--- src/rtl/uart_receiver_multimode.sv ---
// Multi-format UART receiver with 3-sample majority voting per bit.
// Define UART_RX_BREAK_DETECT_EN to add line-break detection (BREAK_WAIT state).
module uart_receiver_multimode #(
    parameter int DATA_WIDTH     = 8,
    parameter int PRESCALE_WIDTH = 6
) (
    input  logic                        clk,
    input  logic                        reset,
    input  logic                        serial_data_in,
    input  logic [PRESCALE_WIDTH-1:0]   prescale,
    input  logic [$clog2(DATA_WIDTH):0] data_length,
    input  logic                        parity_enable,
    input  logic                        parity_type,
    input  logic                        stop_bits,
    output logic [DATA_WIDTH-1:0]       parallel_data,
    output logic                        data_valid,
    output logic                        parity_error,
    output logic                        frame_error,
    output logic                        break_detected,
    output logic                        busy
);
    localparam int PW = PRESCALE_WIDTH;
    localparam int LW = $clog2(DATA_WIDTH) + 1;
    localparam logic [PW-1:0] P_MIN = PW'(4);
    localparam logic [LW-1:0] L_MIN = LW'(5);
    localparam logic [LW-1:0] L_MAX = LW'(DATA_WIDTH);

    typedef enum logic [2:0] {
        IDLE, START, DATA, PARITY, STOP, RESULT
`ifdef UART_RX_BREAK_DETECT_EN
        , BREAK_WAIT
`endif
    } state_t;

    typedef enum logic [1:0] {R_GOOD, R_PAR, R_FRAME, R_BREAK} res_t;

    state_t          state, nxt;
    res_t            res_r, res_n;
    logic [PW-1:0]   cnt, p_r, half;
    logic [LW-1:0]   len_r, bit_idx;
    logic            pe_r, pt_r, sb_r, stop_idx;
    logic            s_lo, s_mid, bit_r;
    logic            par_acc, par_err, stop_err;
    logic [DATA_WIDTH-1:0] shreg;
    logic            rx, in_bit, cnt_end;
    logic            at_lo, at_mid, at_hi, maj, bit_now;
    logic            last_data, last_stop, fin;
`ifdef UART_RX_BREAK_DETECT_EN
    logic            any_one;
`endif

    assign rx        = serial_data_in;
    assign half      = p_r >> 1;
    assign in_bit    = (state == START) || (state == DATA) ||
                       (state == PARITY) || (state == STOP);
    assign cnt_end   = cnt == p_r - 1'b1;
    assign at_lo     = cnt == half - 1'b1;
    assign at_mid    = cnt == half;
    assign at_hi     = cnt == half + 1'b1;
    assign maj       = (s_lo & s_mid) | (s_lo & rx) | (s_mid & rx);
    // With P=4 the last vote lands on the bit's final cycle, so use it directly.
    assign bit_now   = at_hi ? maj : bit_r;
    assign last_data = bit_idx == len_r - 1'b1;
    assign last_stop = stop_idx == sb_r;
    assign fin       = (state == STOP) && cnt_end && last_stop;

    always_ff @(posedge clk or negedge reset) begin
        if (!reset) state <= IDLE;
        else        state <= nxt;
    end

    always_comb begin
        nxt = state;
        unique case (state)
            IDLE:   if (!rx) nxt = START;
            START:  if (cnt_end) nxt = bit_now ? IDLE : DATA;
            DATA:   if (cnt_end && last_data) nxt = pe_r ? PARITY : STOP;
            PARITY: if (cnt_end) nxt = STOP;
            STOP:   if (fin) nxt = RESULT;
`ifdef UART_RX_BREAK_DETECT_EN
            RESULT:     nxt = (res_r == R_BREAK) ? BREAK_WAIT : IDLE;
            BREAK_WAIT: if (rx) nxt = IDLE;
`else
            RESULT: nxt = IDLE;
`endif
            default: nxt = IDLE;
        endcase
    end

    always_comb begin
        res_n = R_GOOD;
        if (stop_err || !bit_now) res_n = R_FRAME;
        else if (par_err)         res_n = R_PAR;
`ifdef UART_RX_BREAK_DETECT_EN
        if (!(any_one || bit_now)) res_n = R_BREAK;
`endif
    end

    always_ff @(posedge clk or negedge reset) begin
        if (!reset) begin
            cnt           <= '0;
            bit_idx       <= '0;
            stop_idx      <= 1'b0;
            p_r           <= P_MIN;
            len_r         <= L_MAX;
            pe_r          <= 1'b0;
            pt_r          <= 1'b0;
            sb_r          <= 1'b0;
            s_lo          <= 1'b1;
            s_mid         <= 1'b1;
            bit_r         <= 1'b1;
            par_acc       <= 1'b0;
            par_err       <= 1'b0;
            stop_err      <= 1'b0;
            shreg         <= '0;
            res_r         <= R_GOOD;
            parallel_data <= '0;
`ifdef UART_RX_BREAK_DETECT_EN
            any_one       <= 1'b0;
`endif
        end else begin
            if (state == IDLE) begin
                cnt      <= '0;
                bit_idx  <= '0;
                stop_idx <= 1'b0;
                if (!rx) begin
                    p_r      <= (prescale < P_MIN) ? P_MIN : prescale;
                    len_r    <= (data_length < L_MIN || data_length > L_MAX)
                                ? L_MAX : data_length;
                    pe_r     <= parity_enable;
                    pt_r     <= parity_type;
                    sb_r     <= stop_bits;
                    shreg    <= '0;
                    par_acc  <= 1'b0;
                    par_err  <= 1'b0;
                    stop_err <= 1'b0;
`ifdef UART_RX_BREAK_DETECT_EN
                    any_one  <= 1'b0;
`endif
                end
            end else if (in_bit) begin
                cnt <= cnt_end ? '0 : cnt + 1'b1;
                if (at_lo)  s_lo  <= rx;
                if (at_mid) s_mid <= rx;
                if (at_hi) begin
                    bit_r <= maj;
`ifdef UART_RX_BREAK_DETECT_EN
                    any_one <= any_one | maj;
`endif
                    if (state == DATA) begin
                        shreg   <= shreg | (DATA_WIDTH'(maj) << bit_idx);
                        par_acc <= par_acc ^ maj;
                    end
                    if (state == PARITY) par_err <= maj ^ par_acc ^ pt_r;
                    if (state == STOP && !maj) stop_err <= 1'b1;
                end
                if (cnt_end && state == DATA) bit_idx  <= bit_idx + 1'b1;
                if (cnt_end && state == STOP) stop_idx <= 1'b1;
            end
            if (fin) begin
                res_r <= res_n;
                if (res_n == R_GOOD) parallel_data <= shreg;
            end
        end
    end

    always_comb begin
        busy         = state != IDLE;
        data_valid   = (state == RESULT) && (res_r == R_GOOD);
        parity_error = (state == RESULT) && (res_r == R_PAR);
        frame_error  = (state == RESULT) && (res_r == R_FRAME);
`ifdef UART_RX_BREAK_DETECT_EN
        break_detected = (state == RESULT) && (res_r == R_BREAK);
`else
        break_detected = 1'b0;
`endif
    end

endmodule

--- config.mk ---
export PLATFORM = sky130hd
export DESIGN_NAME = uart_receiver_multimode
export DESIGN_NICKNAME = d
export VERILOG_FILES = /design/src/rtl/uart_receiver_multimode.sv
export SDC_FILE = /design/constraint.sdc
export NUM_CORES = 1
export LEC_CHECK = 0
export BUFFER_PORTS_ARGS = -buffer_cell sky130_fd_sc_hd__buf_2
export CORE_MARGIN = 3
export CORE_UTILIZATION = 65
export CTS_BUF_LIST = sky130_fd_sc_hd__clkbuf_2
export DETAILED_ROUTE_END_ITERATION = 16
export PLACE_DENSITY = 0.86
export SLEW_MARGIN = 20
export SYNTH_ARGS = -nofsm -noshare
export SYNTH_HDL_FRONTEND = slang
export SYNTH_SLANG_ARGS = --single-unit
--- constraint.sdc ---
create_clock -name clk -period 8 [get_ports clk]
set_input_delay 0.4 -clock clk [delete_from_list [all_inputs] [get_ports clk]]
set_output_delay 0.4 -clock clk [all_outputs]
set_load 0.02 [all_outputs]
Yosys cells after proc, flatten, opt, wreduce, memory -nomap -nowiden
Cells that the tools add are included.
Word-level totals
  bits in registers: 51
  input port bits: 16
  output and inout bits: 13
  logic and storage cells: 133
Operators by class
  add/subtract/negate cells: 6
  $lt $le $gt $ge: 3
  eq/ne operators: 18
  shifts and indexed selects: 1
  muxes and demuxes: 40
  bitwise gates (word level): 10
  reductions and logical operators: 37
Operator list (number)
  2-to-1 mux 8 bit: 5
  2-to-1 mux 6 bit: 4
  == test 6 bit: 3
  2-to-1 mux 1 bit: 18
  2-to-1 mux 3 bit: 6
  2-to-1 mux 4 bit: 4
  case mux 3 bit (5 select lines): 1
  nonzero test 2 bit: 7
  AND reduction 4 bit: 3
  AND reduction 2 bit: 5
  logical AND 1 bit: 8
  inequality test 2 bit, second input constant: 4
  bitwise OR 8 bit: 1
  left shift 1 x 4 -> 8 bit: 1
  adder 5 x 1 -> 6 bit, second input constant: 1
  adder 6 x 1 -> 6 bit, second input constant: 1
  == test 3 x 2 -> 1 bit, second input constant: 2
  == test 3 bit, second input constant: 2
  == test 6 x 5 -> 1 bit: 1
  < comparator 6 x 3 -> 1 bit, second input constant: 1
  AND reduction 3 bit: 2
  subtractor 5 x 1 -> 6 bit, second input constant: 1
  subtractor 6 x 1 -> 6 bit, second input constant: 1
  logical OR 1 bit: 5
  other kinds (20): 28

Longest topological paths before layout
  depth in word-level cells: 9
  mapped depth: 10
  depth with buffers taken out: 8

Worst setup path after synthesis
Ideal clock, no wire load.
  kind: flip-flop to flip-flop
  from: reg p_r[2]
  to: reg parallel_data[0]
  library setup time: 125 ps
  arrival time: 2577 ps
  required time: 7875 ps
  path slack: 5298 ps
  cell stages (with the launch flop): 10
  buffers on the path: 1
  period minus slack after synthesis: 2702 ps
  cell sequence: dfstp_2 > buf_2 > inv_1 > ha_1 > a21boi_0 > xnor2_1 > nor4b_4 > nand4_1 > nor4b_4 > mux2_2
On the way
  longest elaborated chain between the ends: 8
  elaborated cells on any way between the ends: 12
  classes of those cells: add/sub: 2; eq/ne: 2; mux: 2; reduce/logical: 6
RTL lines
  from (decl): RTL line 39  | logic [PW-1:0] cnt, p_r, half;
  from (signal assigned): RTL line 127  | p_r <= (prescale < P_MIN) ? P_MIN : prescale;
  adder 5 x 1 -> 6 bit: RTL line 59  | assign at_hi = cnt == half + 1'b1;
  == test 6 bit: RTL line 59
  2-to-1 mux 1 bit
  logical NOT 1 bit: RTL line 92  | if (stop_err || !bit_now) res_n = R_FRAME;
  logical OR 1 bit: RTL line 92
  2-to-1 mux 2 bit: RTL line 92
  logical NOT 2 bit: RTL line 162  | if (res_n == R_GOOD) parallel_data <= shreg;
  AND reduction 2 bit (no line) (*)
  to (signal assigned): RTL line 162
  to (decl): RTL line 15  | output logic [DATA_WIDTH-1:0] parallel_data,
Mark *: on every way between the ends. The rest lies on a longest branch, timed or not.
A chain may end at the register's enable or synchronous reset.

Final worst setup path
  from: reg p_r[2]
  to: reg parallel_data[6]
The elaborated chain is that of the path after synthesis.

==> metrics <==
worst skew pair latency 0.44 ns; Core Box Area 0.004414 mm2; Yosys reg bits 51; clock-pin slew on the worst setup and hold paths 0.28 ns; Worst R2R Start p_r[2]; Post-CTS Hold Fix Bufs 0; crit-path cells inv_1, ha_1, a21boi_0, xnor2_1, nor4b_4, nand4_1, nor4b_4, mux2_2; Cell Area, Synth 0.003018 mm2; Tcrit/Tclk final 0.3702; commonest non-fill, non-tap cell in the layout dfrtp_1; Post-synth EDFFs 0; WL final 5.992 mm; Inst Count DP 376; clock skew 0.02387 ns; CTS Buf Count 5; RSZ-0062 raised after global routing no; r2r worst-path depth 8; worst hold path type input port to async pin; first-pass GRT wire length 10.60 mm; Top Ports 29; overall routing resource usage 0.2487; clk buf depth 2; number of global-route vias before repair 2280; Distinct cells, synth 60; final net count 354; slowest CP cell dfstp_2; final slew viol count 0; most frequent cells in the layout dfrtp_1, nand2_1, buf_2; Mapped Nets 337; CP Class flop to flop; LEAKAGE 1.444 nW; antenna violations before repair 0; CTS tree built; DP Area 0.003139 mm2; antenna cells 0; Final setup viols 0; Seq/Total Area, Yosys 0.4250; GP Congestion 0.8862; post-CTS resize count 0; Syn Inst Count 314; clock sinks 51; DR DRC count 0; Worst EP arrival 3.32 ns; # rows 24; CP bufs+invs 1; total congestion overflow 0; Initial Utilization 0.6837; CP startpoint kind flop; Finished Layout Cells 384; Worst Max-Slew Pin Slew 0.6590 ns; critical path's largest stage delay 0.68 ns; Die Y 74.14 um; DPL Wire Length 4.497 mm; Die X 74.14 um; top_reg_cell synth dfrtp_1; status finished, final reports clean; max_slew headroom 0.5602; CP most frequent cell nor4b_4; Max FO, Critical Path 9; PortBufs 27; drt pass-1 iters 4; layout cells sized above 1 0.2018; postcts setup bufs 0; # Max-Cap Violations 0; CP delay by family, top simple AND/OR/NAND/NOR gates; setup_tns 0 ns; DIE AREA 0.005497 mm2; pin count of the biggest net entering global routing 52; Worst R2R Setup Slack 5.04 ns; Critical R2R Capture parallel_data[6]; drt wl/cell 15.60 um; vias per cell 6.112; area grow syn2layout 6.468%; H-tree Lvls 2; Via Count 2347; endpoint type of the worst setup path flop; worst vdd rail ir drop 0.2174 mV; setup slack at placement 5.010 ns; min cycle time layout 2.962 ns; FMAX 0.3376 GHz; CP required 8.36 ns; Setup WS post-layout 5.038 ns; ANT nets after route 0; PwrDens 351.1 mW/mm2; post-route cell area 0.003213 mm2; YS warnings 0; Post-Syn Area per Cell 9.611 um2; Root Driver clkbuf_2; final hold violations 0; asr flop ratio synth 1.000; Initial DRC Count 195
==> worst max path at each step <==
stage | cells after the start | endpoint | from
2_1_floorplan | 9 | parallel_data[0] | p_r[2]
3_3_place_gp | 8 | parallel_data[3] | p_r[2]
3_5_place_dp | 8 | parallel_data[2] | p_r[2]
4_1_cts | 8 | parallel_data[6] | p_r[2]
5_1_grt | 8 | parallel_data[6] | p_r[2]
6_report | 8 | parallel_data[6] | p_r[2]
==> synthesized netlist by cell type, types with 3 or more instances <==
master    number  area share
a21oi_1        6       0.010
a22o_1         5       0.015
a32o_1         4       0.013
and2_1         3      0.0062
and3_1         3      0.0062
buf_2          5      0.0083
clkbuf_1      10       0.012
dfrtp_1       46        0.38
dfstp_2        5       0.044
ha_1           7       0.029
inv_1         15       0.019
mux2_2        14       0.052
nand2_1       36       0.045
nand2b_1       6       0.012
nand3_1       12       0.020
nand4_1        5       0.010
nor2_1        19       0.024
nor3_1         8       0.013
nor3b_1        4       0.010
nor4_1         3      0.0062
o211ai_1       3      0.0075
o21ai_0       15       0.025
o22ai_1        3      0.0062
o31ai_1        5       0.012
or3_1          3      0.0062
xnor2_1       18       0.052
xor2_1         8       0.023
==> metrics by stage <==
step | utilization | hold slack, ns | total power, mW
2_1_floorplan | - | 0.1044 | 0.8727
3_3_place_gp | 0.7112 | 0.4789 | 0.9653
3_5_place_dp | 0.7112 | 0.4891 | 0.9860
4_1_cts | 0.7273 | 0.02890 | 1.123
5_1_grt | 0.7279 | 0.02512 | 1.224
6_report | 0.7279 | 0.01265 | 1.128
==> layer usage <==
layer / GRT usage / vias up / part of all wire
met3: 0.05405 / 10 / 0.048
met1: 0.3546 / 1124 / 0.48
li1: - / 1142 / -
met4: 0.07646 / 0 / 0.013
met5: 0 / - / 0
met2: 0.3819 / 71 / 0.46
==> report_power, final <==
part           internal, mW  switching [mW]
sequential            0.330           0.108
clock                0.0538          0.0841
combinational         0.238           0.314
total                 0.622           0.506
==> state kept, by name, indices dropped and copies added, names as in the netlist, 2 cells and up <==
register       flops
bit_idx            4
cnt                6
len_r              4
p_r                6
parallel_data      8
res_r              2
shreg              8
state              3
==> cell families (layout without fill, tap and decap cells) <==
family	after synthesis	after routing	share of synthesized area
and+or+nand+nor	119	119	0.2185
adders and majority gates	8	8	0.03234
muxes	16	16	0.05887
DFF	51	51	0.4250
xor gates and xnor gates	26	26	0.07546
buffers and inverters	34	52	0.04850
AOI/OAI and AO/OA	59	59	0.1401
other	1	1	0.001243
==> cell type report <==
cell class	count	area, um2
clock buffer	5	25.02
clock inverter	3	46.29
fill	330	1201
inverter	16	60.06
multi-input combinational	229	1592
sequential	51	1282
tap	52	65.06
timing repair buffer	28	142.6
(Power assumes the default switching activity.)
